[src/rtl/addsub_pkg.sv]
// Shared constants for the byte-serial add/sub sequencer.
package addsub_pkg;

  localparam int unsigned SLICE_W = 8;

  // Controller state encoding (kept as fixed constants for legacy compatibility)
  localparam logic [1:0] IDLE = 2'd0;
  localparam logic [1:0] RUN  = 2'd1;
  localparam logic [1:0] FIN  = 2'd2;

  localparam logic OP_ADD = 1'b0;
  localparam logic OP_SUB = 1'b1;

endpackage

[src/rtl/addsub_slice8.sv]
// Combinational 8-bit adder built from four 2-bit carry-lookahead stages.
// Exposes the carry into bit 7 so the caller can derive signed overflow.
module addsub_slice8 (
  input  logic [7:0] x,
  input  logic [7:0] y,
  input  logic       ci,
  output logic [7:0] s,
  output logic       co,
  output logic       c7
);

  logic [7:0] g;
  logic [7:0] p;
  logic [8:0] c;

  assign g    = x & y;
  assign p    = x ^ y;
  assign c[0] = ci;

  // Each stage resolves both of its carries directly from the stage carry-in
  for (genvar i = 0; i < 4; i++) begin : g_cla2
    assign c[2*i+1] = g[2*i] | (p[2*i] & c[2*i]);
    assign c[2*i+2] = g[2*i+1] | (p[2*i+1] & g[2*i]) | (p[2*i+1] & p[2*i] & c[2*i]);
  end

  assign s  = p ^ c[7:0];
  assign co = c[8];
  assign c7 = c[7];

endmodule

[src/rtl/addsub_seq_ctrl.sv]
// Byte-serial wide add/subtract sequencer around one shared 8-bit slice.
// Processes LSB byte first, one byte per cycle, with a registered carry.
module addsub_seq_ctrl
  import addsub_pkg::*;
#(
  parameter  int unsigned N_SLICES = 2,
  localparam int unsigned W        = SLICE_W * N_SLICES
) (
  input  logic         clk,
  input  logic         rst,
  input  logic         start,
  input  logic         op_sub,
  input  logic [W-1:0] a,
  input  logic [W-1:0] b,
  output logic         ready,
  output logic         busy,
  output logic         done,
  output logic [W-1:0] result,
  output logic         cout,
  output logic         ovr
);

  localparam int unsigned CW = (N_SLICES > 1) ? $clog2(N_SLICES) : 1;

  logic [1:0]         state_q,  state_d;
  logic [CW-1:0]      cnt_q,    cnt_d;
  logic               carry_q,  carry_d;
  logic               sub_q,    sub_d;
  logic [W-1:0]       a_q,      a_d;
  logic [W-1:0]       b_q,      b_d;
  logic [W-1:0]       result_q, result_d;
  logic               cout_q,   cout_d;
  logic               ovr_q,    ovr_d;

  logic [SLICE_W-1:0] sx, sy, ss;
  logic               sco, sc7;
  logic               last;

  assign last = (cnt_q == CW'(N_SLICES - 1));

  // Select the current operand bytes; B is inverted here for subtraction
  always_comb begin
    sx = '0;
    sy = '0;
    for (int unsigned k = 0; k < N_SLICES; k++) begin
      if (cnt_q == CW'(k)) begin
        sx = a_q[k*SLICE_W +: SLICE_W];
        sy = b_q[k*SLICE_W +: SLICE_W] ^ {SLICE_W{sub_q}};
      end
    end
  end

  addsub_slice8 u_slice (
    .x  (sx),
    .y  (sy),
    .ci (carry_q),
    .s  (ss),
    .co (sco),
    .c7 (sc7)
  );

  // FSM and datapath next-state logic
  always_comb begin
    state_d  = state_q;
    cnt_d    = cnt_q;
    carry_d  = carry_q;
    sub_d    = sub_q;
    a_d      = a_q;
    b_d      = b_q;
    result_d = result_q;
    cout_d   = cout_q;
    ovr_d    = ovr_q;
    case (state_q)
      IDLE: begin
        if (start) begin
          a_d     = a;
          b_d     = b;
          sub_d   = op_sub;
          carry_d = (op_sub == OP_SUB);
          cnt_d   = '0;
          state_d = RUN;
        end
      end
      RUN: begin
        for (int unsigned k = 0; k < N_SLICES; k++) begin
          if (cnt_q == CW'(k)) begin
            result_d[k*SLICE_W +: SLICE_W] = ss;
          end
        end
        carry_d = sco;
        cnt_d   = cnt_q + 1'b1;
        if (last) begin
          cout_d  = sco;
          ovr_d   = sc7 ^ sco;
          cnt_d   = '0;
          state_d = FIN;
        end
      end
      FIN:     state_d = IDLE;
      default: state_d = IDLE;
    endcase
  end

  // State registers with synchronous reset
  always_ff @(posedge clk) begin
    if (rst) begin
      state_q  <= IDLE;
      cnt_q    <= '0;
      carry_q  <= 1'b0;
      sub_q    <= 1'b0;
      a_q      <= '0;
      b_q      <= '0;
      result_q <= '0;
      cout_q   <= 1'b0;
      ovr_q    <= 1'b0;
    end else begin
      state_q  <= state_d;
      cnt_q    <= cnt_d;
      carry_q  <= carry_d;
      sub_q    <= sub_d;
      a_q      <= a_d;
      b_q      <= b_d;
      result_q <= result_d;
      cout_q   <= cout_d;
      ovr_q    <= ovr_d;
    end
  end

  assign ready  = (state_q == IDLE);
  assign busy   = (state_q == RUN);
  assign done   = (state_q == FIN);
  assign result = result_q;
  assign cout   = cout_q;
  assign ovr    = ovr_q;

endmodule
[config.mk]
export PLATFORM = sky130hd
export DESIGN_NAME = addsub_seq_ctrl
export DESIGN_NICKNAME = d
export VERILOG_FILES = /design/src/rtl/addsub_pkg.sv /design/src/rtl/addsub_slice8.sv /design/src/rtl/addsub_seq_ctrl.sv
export SDC_FILE = /design/constraint.sdc
export NUM_CORES = 1
export LEC_CHECK = 0
export CAP_MARGIN = 40
export CORE_MARGIN = 1
export CORE_UTILIZATION = 25
export CTS_BUF_LIST = sky130_fd_sc_hd__clkbuf_8
export DETAILED_ROUTE_END_ITERATION = 8
export HOLD_SLACK_MARGIN = 0.05
export PLACE_DENSITY = 0.56
export SLEW_MARGIN = 15
export SYNTH_ARGS = -nofsm -noshare
export SYNTH_HDL_FRONTEND = slang
export SYNTH_SLANG_ARGS = --single-unit
[constraint.sdc]
create_clock -name clk -period 3.3 [get_ports clk]
set_input_delay 0.66 -clock clk [delete_from_list [all_inputs] [get_ports clk]]
set_output_delay 0.66 -clock clk [all_outputs]
set_load 0.005 [all_outputs]
==> summary.md, run 1 <==
| Metric | Value |
|---|---|
| Num CTS Buffers | 5 |
| Die Span Y | roughly 100 um |
| Reg2reg setup slack | 0.35 ns |
| Slowest stage delay, CP | between 0.6 and 0.7 ns |
| # IOs | 57 |
| Overflow after GRT | 0 |
| Leak Pwr | about 1.3 nW |
| Post-CTS Setup Bufs | 0 |
| Layout cell share with drive strength beyond 1 | 0.06799 |
| Routability Congestion | between 0.7 and 0.8 |
| Period Utilization, post-route | 0.8943 |
| Maximum fanout along the worst path | 10 |
| Hold wc startpoint | a_q[2] |
| Number of global-route vias before repair | around 2.1k |
| # DRC | 0 |
| CP max-delay cell | dfxtp_1 |
| I/O Buffers | 56 |
| Max H-tree Level | 2 |
| Max Cap Violations | 0 |
| Final Hold Fails | 0 |
| Clock Latency Late Sink | 0.30 ns |
| Worst Hold End | a_q[2] |
| Final worst path period need | 2.951 ns |
| Ys async rst share | 0 |
| Power Dens Cells | ~460 nW/um^2 |
| Hold-fix buffers, CTS | 0 |
| Number of synthesized register bits | 55 |
| Layout area overhead | 31.96% |
| Initial Utilization | 0.2579 |
| CTS tree | done |
| Status | finished clean |
| Most common library cells after synthesis | nand2_1, dfxtp_1, a21oi_1 |
| Top cell type's share of synthesized area | 0.4367 |
| Setup CP Type | reg2reg |
| Register area share after synthesis | 0.4367 |
| RSZ-0062 raised after global routing | false |
| Warnings from Yosys | 0 |
| WP data arrival | between 3 and 4 ns |
| Worst r2r src | cnt_q |
| Main combinational cell family by area after synthesis | simple AND/OR/NAND/NOR gates |
| N_diodes | 0 |
| Syn Area/Cell | 8.348 um^2 |
| Cell taking the most area after synthesis | dfxtp_1 |
| # rows | 36 |
| Initial antenna violation count | 0 |
| TNS Setup | 0 ns |
| Drt pass-1 iters | 4 |
| Gate Count Post-Synth | slightly above 300 |
| Detailed-route wire length per cell | approximately 12 um |
| DR vias | around 2.1k |
| Core area | between 9000 and 10000 um^2 |
| CP Launch Point | cnt_q |
| Complex-gate fraction of the synthesized area | 0.1613 |
| Tightest Pin Transition | about 0.77 ns |
| Pin count of the biggest net entering global routing | 36 |
| HPWL after DPL | approximately 4500 um |
| Required @ worst endpoint | ~3.6 ns |
| Setup-failing EPs final | 0 |
| GRT Overall Usage | 0.1175 |
| PostCTS Resize Cnt | 0 |
| Worst path cell trace | mux2i_1 > xnor2_1 > ha_1 > a211o_1 > a21o_2 > a31oi_1 > fa_1 > nor2b_1 > nand4_1 > nand3b_1 |
| Fin. max-slew vios | 0 |
| Top delay family on crit path | compound AO/OA/AOI/OAI gates |
| Final setup skew | 0.004127 ns |
| CP endpoint kind | flip-flop |
| CP Buf/Inv Count | 0 |
| DRT iter0 DRCs | 67 |
| Clock Sinks | 55 |
| Global-route wire length before repair | about 9600 um |
| Fill cell count | ~1k |
| Distinct cells, synth | 32 |
| Area contributors post-synth | dfxtp_1, nand2_1, a21oi_1, xnor2_1, ha_1 |
| Main flop type after synthesis | dfxtp_1 |
| Syn_nets | 350 |
| Reg2Reg Depth | 10 |
| Die area | 10490 um^2 |
| Synth Area in XOR/XNOR | 0.04169 |
| Post-synth EDFFs | 0 |
| Most instantiated library cell after synthesis | nand2_1 |
| Synth Area in Simple Gates | 0.1816 |
| Mux contribution to synthesized area | 0.06700 |
| Slew HR | 0.4855 |
| Root buf cell | clkbuf_8 |
| Synthesized cell area | around 2500 um^2 |
| Startpoint Class | flip-flop |
| Adder-cell share of the synthesized area | 0.07146 |
| Fin nets | 400 |
| Antenna viol nets, final | 0 |
| Die W | 102.4 um |
| Worst hold stages | 2 |
| Clock Path Buffers | 2 |
| Clock slew at reported path FFs | 0.10 ns |
| Worst r2r dst | ovr |
| End-of-flow core utilization | 0.3404 |
| Hold WC Path Type | reg2reg |
| Via/cell ratio | around 4.4 |
| Fmax | around 340 MHz |
| Worst VDD drop | a little over 0.0002 V |
| DRT Wirelength | between 5000 and 6000 um |
[worst max path at each step]
stage / end / slack (ns) / cells after the start
after floorplan: result[6] / 0.48 / 8
after global placement: ovr / 0.48 / 10
after detailed placement: result[6] / 0.37 / 8
after CTS: result[6] / 0.36 / 8
after global routing: ovr / 0.08 / 10
final: ovr / 0.35 / 10
[worst reg2reg max path, stage by stage, from the launching register on]
cell and delay, ns:
dfxtp_1 0.63, mux2i_1 0.30, xnor2_1 0.19, ha_1 0.29, a211o_1 0.32, a21o_2 0.23
a31oi_1 0.21, fa_1 0.28, nor2b_1 0.19, nand4_1 0.12, nand3b_1 0.14
[per-layer routing]
layer,vias to the layer above,share of wire,GRT usage
met5,-,0,0
met4,0,0.019,0.04066
met3,10,0.035,0.02189
met2,46,0.46,0.1913
met1,975,0.49,0.1554
li1,1106,-,-
[layout make-up]
cell class,count,area (um^2),share of cell area
clock buffer,6,82.58,0.02482
tap,133,166.4,0.05002
clock inverter,2,38.79,0.01166
timing repair buffer,61,593.1,0.1783
inverter,7,26.28,0.007898
sequential,55,1101,0.3310
multi-input combinational,222,1319,0.3964
[report_power, final]
part | switching (W) | total (W) | internal [W]
clock network | 0.000218 | 0.000468 | 0.000250
logic | 0.000162 | 0.000324 | 0.000161
registers | 0.0000313 | 0.000739 | 0.000707
[state kept, by name, indices dropped and copies added, names as in the netlist]
| name | count |
|---|---|
| cnt_q | 1 |
| state_q | 2 |
| result | 16 |
| a_q | 16 |
| carry_q | 1 |
| sub_q | 1 |
| cout | 1 |
| b_q | 16 |
| ovr | 1 |
[cells in the final DEF, fill, tap and decap left out, drive strengths merged, types with 2 or more instances in the layout]
cell type / count
nand2: 84
dfxtp: 55
clkdlybuf4s50: 55
a21oi: 49
nor2: 15
xnor2: 12
mux2i: 9
a211oi: 8
ha: 8
inv: 8
mux2: 7
clkbuf: 6
buf: 6
fa: 4
a21o: 4
nand3: 3
nand2b: 2
a211o: 2
nor2b: 2
nand3b: 2
and2: 2
[kinds of logic (layout without fill, tap and decap cells)]
group	count (synthesis)	in the layout
multiplexers	16	16
AO/OA/AOI/OAI	69	69
buffers and inverters	25	76
flip-flops	55	55
XOR/XNOR	12	12
adder cells (fa/ha/maj)	12	12
AND/OR/NAND/NOR	113	113
[per-stage QoR]
stage	total power, W	instances	cell area, um^2	worst slack [ns]	hold WS [ns]
floorplan	0.0009478	302	2521	0.4776	0.4329
CTS	0.001550	486	3327	0.3557	0.4640
finish	0.001530	486	3327	0.3487	0.4581
global route	0.001610	486	3327	0.08020	0.4775
detailed placement	0.001081	478	3206	0.3696	0.4465
global placement	0.001077	478	3206	0.4756	0.4449
Note: power is estimated with default switching activity, not from simulation.
==> run 2: changes to the inputs <==
clock period = 3.29 ns   (was 3.3 ns; I/O delays follow)
==> results of run 2 <==
The final DEF is identical to that of run 1. Status: finished clean.
Main changes from that run: setup slack after placement 0.3696 ns -> 0.3596 ns; setup slack after layout 0.3487 ns -> 0.3387 ns; register-to-register setup slack 0.35 ns -> 0.34 ns; total power 0.001530 W -> 0.001535 W; worst IR drop on VDD 0.0002062 V -> 0.0002069 V
